==> src/rtl/cp0_exc_unit.sv <==
// CP0 exception unit: owns SR/Cause/EPC/PRId and turns M-stage
// error, interrupt and eret events into one-cycle flush/redirect pulses.
module cp0_exc_unit #(
  parameter logic [31:0] HANDLER_ADDR = 32'h0000_4180,
  parameter logic [31:0] PRID_VAL     = 32'h0000_0000
) (
  input  logic        clk,
  input  logic        reset,
  input  logic        ValidM,
  input  logic        StallM,
  input  logic        ErrorM,
  input  logic [4:0]  ExcCodeM,
  input  logic        BDM,
  input  logic [31:0] PCM,
  input  logic        EretM,
  input  logic        CP0WeM,
  input  logic [4:0]  CP0AddrM,
  input  logic [31:0] CP0WdM,
  input  logic [5:0]  HWInt,
  output logic [31:0] CP0RdM,
  output logic        Nullify,
  output logic        InterruptRequest,
  output logic        RedirectValid,
  output logic [31:0] RedirectPC,
  output logic [31:0] EPCOut
);

  typedef enum logic [1:0] {
    IDLE,
    WAIT,
    REDIRECT
  } state_t;

  state_t state, next_state;

  logic [5:0]  im;
  logic        exl;
  logic        ie;
  logic        bd;
  logic [5:0]  ip;
  logic [4:0]  exc_code;
  logic [31:0] epc;

  logic int_pend;
  logic act;
  logic exc_ok;
  logic take_int;
  logic take_exc;
  logic take;
  logic do_eret;
  logic do_wr;

  assign int_pend = (|(HWInt & im)) & ie & ~exl;
  assign exc_ok   = ErrorM & ~exl;
  assign EPCOut   = epc;

  always_ff @(posedge clk or negedge reset) begin
    if (!reset) state <= IDLE;
    else        state <= next_state;
  end

  always_comb begin
    next_state = state;
    unique case (state)
      IDLE: begin
        if (!StallM) begin
          if (int_pend && !ValidM)  next_state = WAIT;
          else if (take || do_eret) next_state = REDIRECT;
        end
      end
      WAIT: begin
        if (!StallM) begin
          if (!int_pend)   next_state = IDLE;
          else if (ValidM) next_state = REDIRECT;
        end
      end
      REDIRECT: next_state = IDLE;
      default:  next_state = IDLE;
    endcase
  end

  // Event decode; only IDLE/WAIT with M unfrozen may fire anything.
  always_comb begin
    act      = (state == IDLE) && !StallM && ValidM;
    take_int = (act && int_pend) ||
               ((state == WAIT) && !StallM &&
                ValidM && int_pend);
    take_exc = act && !int_pend && exc_ok;
    take     = take_int || take_exc;
    do_eret  = act && !int_pend && !exc_ok && EretM;
    do_wr    = act && !int_pend && !exc_ok &&
               !EretM && CP0WeM;
  end

  always_ff @(posedge clk or negedge reset) begin
    if (!reset) begin
      Nullify          <= 1'b0;
      InterruptRequest <= 1'b0;
      RedirectValid    <= 1'b0;
      RedirectPC       <= 32'h0;
    end else begin
      Nullify          <= take || do_eret;
      RedirectValid    <= take || do_eret;
      InterruptRequest <= take_int;
      if (take)         RedirectPC <= HANDLER_ADDR;
      else if (do_eret) RedirectPC <= epc;
      else              RedirectPC <= 32'h0;
    end
  end

  always_ff @(posedge clk or negedge reset) begin
    if (!reset) begin
      im       <= 6'h0;
      exl      <= 1'b0;
      ie       <= 1'b0;
      bd       <= 1'b0;
      ip       <= 6'h0;
      exc_code <= 5'h0;
      epc      <= 32'h0;
    end else begin
      ip <= HWInt;
      if (take) begin
        exl      <= 1'b1;
        bd       <= BDM;
        epc      <= BDM ? PCM - 32'd4 : PCM;
        exc_code <= take_int ? 5'd0 : ExcCodeM;
      end else if (do_eret) begin
        exl <= 1'b0;
      end else if (do_wr) begin
        if (CP0AddrM == 5'd12) begin
          im  <= CP0WdM[15:10];
          exl <= CP0WdM[1];
          ie  <= CP0WdM[0];
        end
        if (CP0AddrM == 5'd14)
          epc <= CP0WdM & ~32'h3;
      end
    end
  end

  always_comb begin
    CP0RdM = 32'h0;
    case (CP0AddrM)
      5'd12:   CP0RdM = {16'h0, im, 8'h0, exl, ie};
      5'd13:   CP0RdM = {bd, 15'h0, ip, 3'h0,
                         exc_code, 2'h0};
      5'd14:   CP0RdM = epc;
      5'd15:   CP0RdM = PRID_VAL;
      default: CP0RdM = 32'h0;
    endcase
  end

endmodule
==> config.mk <==
export PLATFORM = sky130hd
export DESIGN_NAME = cp0_exc_unit
export DESIGN_NICKNAME = d
export VERILOG_FILES = /design/src/rtl/cp0_exc_unit.sv
export SDC_FILE = /design/constraint.sdc
export NUM_CORES = 1
export LEC_CHECK = 0
export CORE_ASPECT_RATIO = 0.8
export CORE_MARGIN = 5
export CORE_UTILIZATION = 39
export DETAILED_ROUTE_END_ITERATION = 16
export PLACE_DENSITY = 0.77
export SYNTH_ARGS = -nofsm -noshare
export SYNTH_HDL_FRONTEND = slang
export SYNTH_SLANG_ARGS = --single-unit
==> constraint.sdc <==
create_clock -name clk -period 2.85 [get_ports clk]
set_input_delay 0.855 -clock clk [delete_from_list [all_inputs] [get_ports clk]]
set_output_delay 0.855 -clock clk [all_outputs]
set_load 0.01 [all_outputs]
==> out/qor.json <==
{
  "status": "finished, final reports clean",
  "initial_utilization_pct": 40.15,
  "setup_crit_start": "CP0AddrM[3]",
  "minimum_hold_slack_ps": 437.5,
  "wire_length_of_the_first_global_routing_pass_um": 23020,
  "clkTransAtPathRegs_ps": 60,
  "share_clk_of_total_power_pct": 27.0,
  "power.density_cell_area_nw_per_um2": 630.6,
  "syn_inst": 398,
  "cp.arrival_ps": 1960,
  "globalplace.congestion": 0.8314,
  "final_min_period_over_clock_period_pct": 98.76,
  "placement_rows": 34,
  "detail_route.drc_violations": 0,
  "chipHeight_um": 105.1,
  "power.leakage_nw": 3.413,
  "hold_path.class": "reg -> reg",
  "syn_area_um2": 4407,
  "area.growth.synth_to_final_pct": 62.01,
  "max-vdd-ir-drop_uv": 448.2,
  "final_net_count": 717,
  "number_of_enable_flip_flop_cells_after_synthesis": 0,
  "insertion_delay_ps": 340,
  "antenna_left": 0,
  "grt_pass1_vias": 4319,
  "finalInstanceArea_um2": 7139,
  "internal_power_mw": 3.125,
  "critPathCaptureType": "primary output",
  "worstMarginPinSlew_ps": 591.2,
  "drive_above_1_share_pct": 21.48,
  "routed_wire_length_per_instance_um": 18.79,
  "ys.flop_type": "dfrtp_1",
  "maxClockFrequency_ghz": 0.3553,
  "critical_path_class": "in -> out",
  "grt_start_max_net_pins": 46,
  "core_area_um2": 10980,
  "tritoncts": "yes",
  "min-delay-start": "state[1]",
  "aggregate_global_routing_overflow": 0,
  "final-setup-viol-count": 0,
  "detailedPlace.worstSlack_ps": -741.4,
  "via_count": 3953,
  "path_max_fanout": 6,
  "grt_use_total_pct": 21.72,
  "ctsRootBufferMaster": "clkbuf_16",
  "worst_clock_skew_ps": 9.073,
  "most_common_library_cells_after_synthesis": "dfrtp_1 (88), mux2i_1 (53), and2_1 (49), nand2_1 (35), xnor2_1 (25)",
  "rsz0062_at_grt": "yes",
  "required_ps": 2000,
  "layout.core_utilization_pct": 65.05,
  "clock_tree.buffer_depth": 2,
  "total_wire_length_after_detailed_routing_um": 14600,
  "worst_slew_margin_rel_pct": 60.59,
  "cts.htree.levels": 3,
  "diodes": 0,
  "synth_seq_area_share_pct": 49.97,
  "min_period_ps": 2815,
  "synth.yosys.warnings": 0,
  "comb_power_share_pct": 31.2,
  "final-max-slew-violation-count": 0,
  "post-layout-total-power_mw": 4.502,
  "ys_types": 45,
  "synth_most_common_cell": "dfrtp_1",
  "synth_area_leader_cell": "dfrtp_1",
  "switching_share_pct": 30.58,
  "dieWidth_um": 128.8,
  "detail_route.first_pass.iterations": 5,
  "netlist_top_cells_area": "dfrtp_1 (50%), mux2i_1 (12%), and2_1 (7.0%), xnor2_1 (5.0%), nand2_1 (3.0%)",
  "net-switching-power_mw": 1.377,
  "io_pins": 187,
  "grt_antenna_before_repair": 0,
  "synth-async-reset-ratio_pct": 100.0,
  "post-route-worst-setup-slack_ps": 35.48,
  "number_of_hold_buffers_added_after_cts": 0,
  "place.port_buffers": 186,
  "numCtsBuffers": 9,
  "detail_route.iter0.violations": 176,
  "synth.net_count": 487,
  "yosys.area.top_type_share_pct": 49.97,
  "maxCapViolations": 0,
  "synthesis.area_per_instance_um2": 11.07,
  "finalHoldViolCount": 0,
  "rr_startpoint": "state[1]",
  "dpl-instance-area_um2": 6748,
  "overall_die_area_um2": 13540,
  "detailed_place_hpwl_um": 10640,
  "pwr-share-seq_pct": 41.8,
  "drt-vias-per-instance": 5.088,
  "synth-seq-cells": 88,
  "clock_sinks": 88,
  "critical_path.startpoint_type": "input pin"
}
power by group through the flow:
stage	logic [mW]	clock network, mW	registers [mW]
3_3_place_gp	1.39	0	1.88
5_1_grt	1.52	1.29	1.93
4_1_cts	1.42	1.23	1.88
3_5_place_dp	1.41	0	1.89
6_report	1.41	1.22	1.88
2_1_floorplan	0.415	0	1.93
cell families (layout without fill, tap and decap cells):
kind of cell / after synthesis / after routing / share of synthesized area (%)
xor gates and xnor gates: 28 / 28 / 5.565
muxes: 61 / 61 / 14.08
adders and majority gates: 1 / 1 / 0.2839
buffers and inverters: 22 / 257 / 2.186
AOI/OAI and AO/OA: 44 / 44 / 6.559
DFF: 88 / 88 / 49.97
and+or+nand+nor: 154 / 154 / 21.35
critical path: stages:
cell,delay (ps)
buf_8,80
nand2_4,50
nor4b_4,270
buf_4,180
buf_12,120
buf_16,120
nand2_1,50
o21ai_0,70
buf_2,150
cell usage in the layout (no fill, tap or decap), drive strengths merged, types with 3 or more instances in the layout:
cell and n:
a22o 13, nor3 11, nand2 36, nor2 11, nor2b 4, nor4b 4, a22oi 3, xnor2 25
dfrtp 88, or3 6, nand4 5, clkdlybuf4s50 148, buf 86, xor2 3, and3 3, nor4 9
inv 6, o21ai 22, nand3 6, and2 49, mux2i 53, clkbuf 11, mux2 8
through the flow:
step                setup TNS, ps  std cells
finish                          0        777
detailed placement         -23970        751
floorplan                       0        398
CTS                             0        777
global route               -109.8        777
global placement           -20900        751
timing repair:
action,CTS,global route
setup buffers,7,0
cloned,3,0
gates resized for setup,159,22
endpoints found under the setup margin,32,30
pin swaps,2,3
final cells by class:
class                   count  area [um2]
fillers                   895        3836
well taps                 144       180.2
clock inverters             6       67.56
clock buffers              10       239.0
repair buffers            236        2258
inverters                   5       18.77
multi-input cells         288        2173
flip-flops and latches     88        2202
flip-flops by register name, summed over array words and instances, names as in the netlist, 2 cells and up:
name,count
EPCOut,32
RedirectPC,32
im,6
ip,6
exc_code,5
state,2
final timing paths:
check | endpoint | cells past startpoint | slack, ps
worst min-delay path | state[0] | 1 | 440
worst max-delay path | CP0RdM[15] | 9 | 40
worst max register to register | exl | 5 | 770
min in group asynchronous | RedirectPC[28] | 1 | 510
max in group asynchronous | RedirectPC[4] | 2 | 1660
worst min register to register | state[0] | 1 | 440
metal layers:
layer / GRT usage, % / routed length (um)
met5: 0 / 0
met4: 7.421 / 304
met3: 7.088 / 1267
met2: 35.43 / 6997
met1: 27.08 / 6033
(Power assumes the default switching activity.)
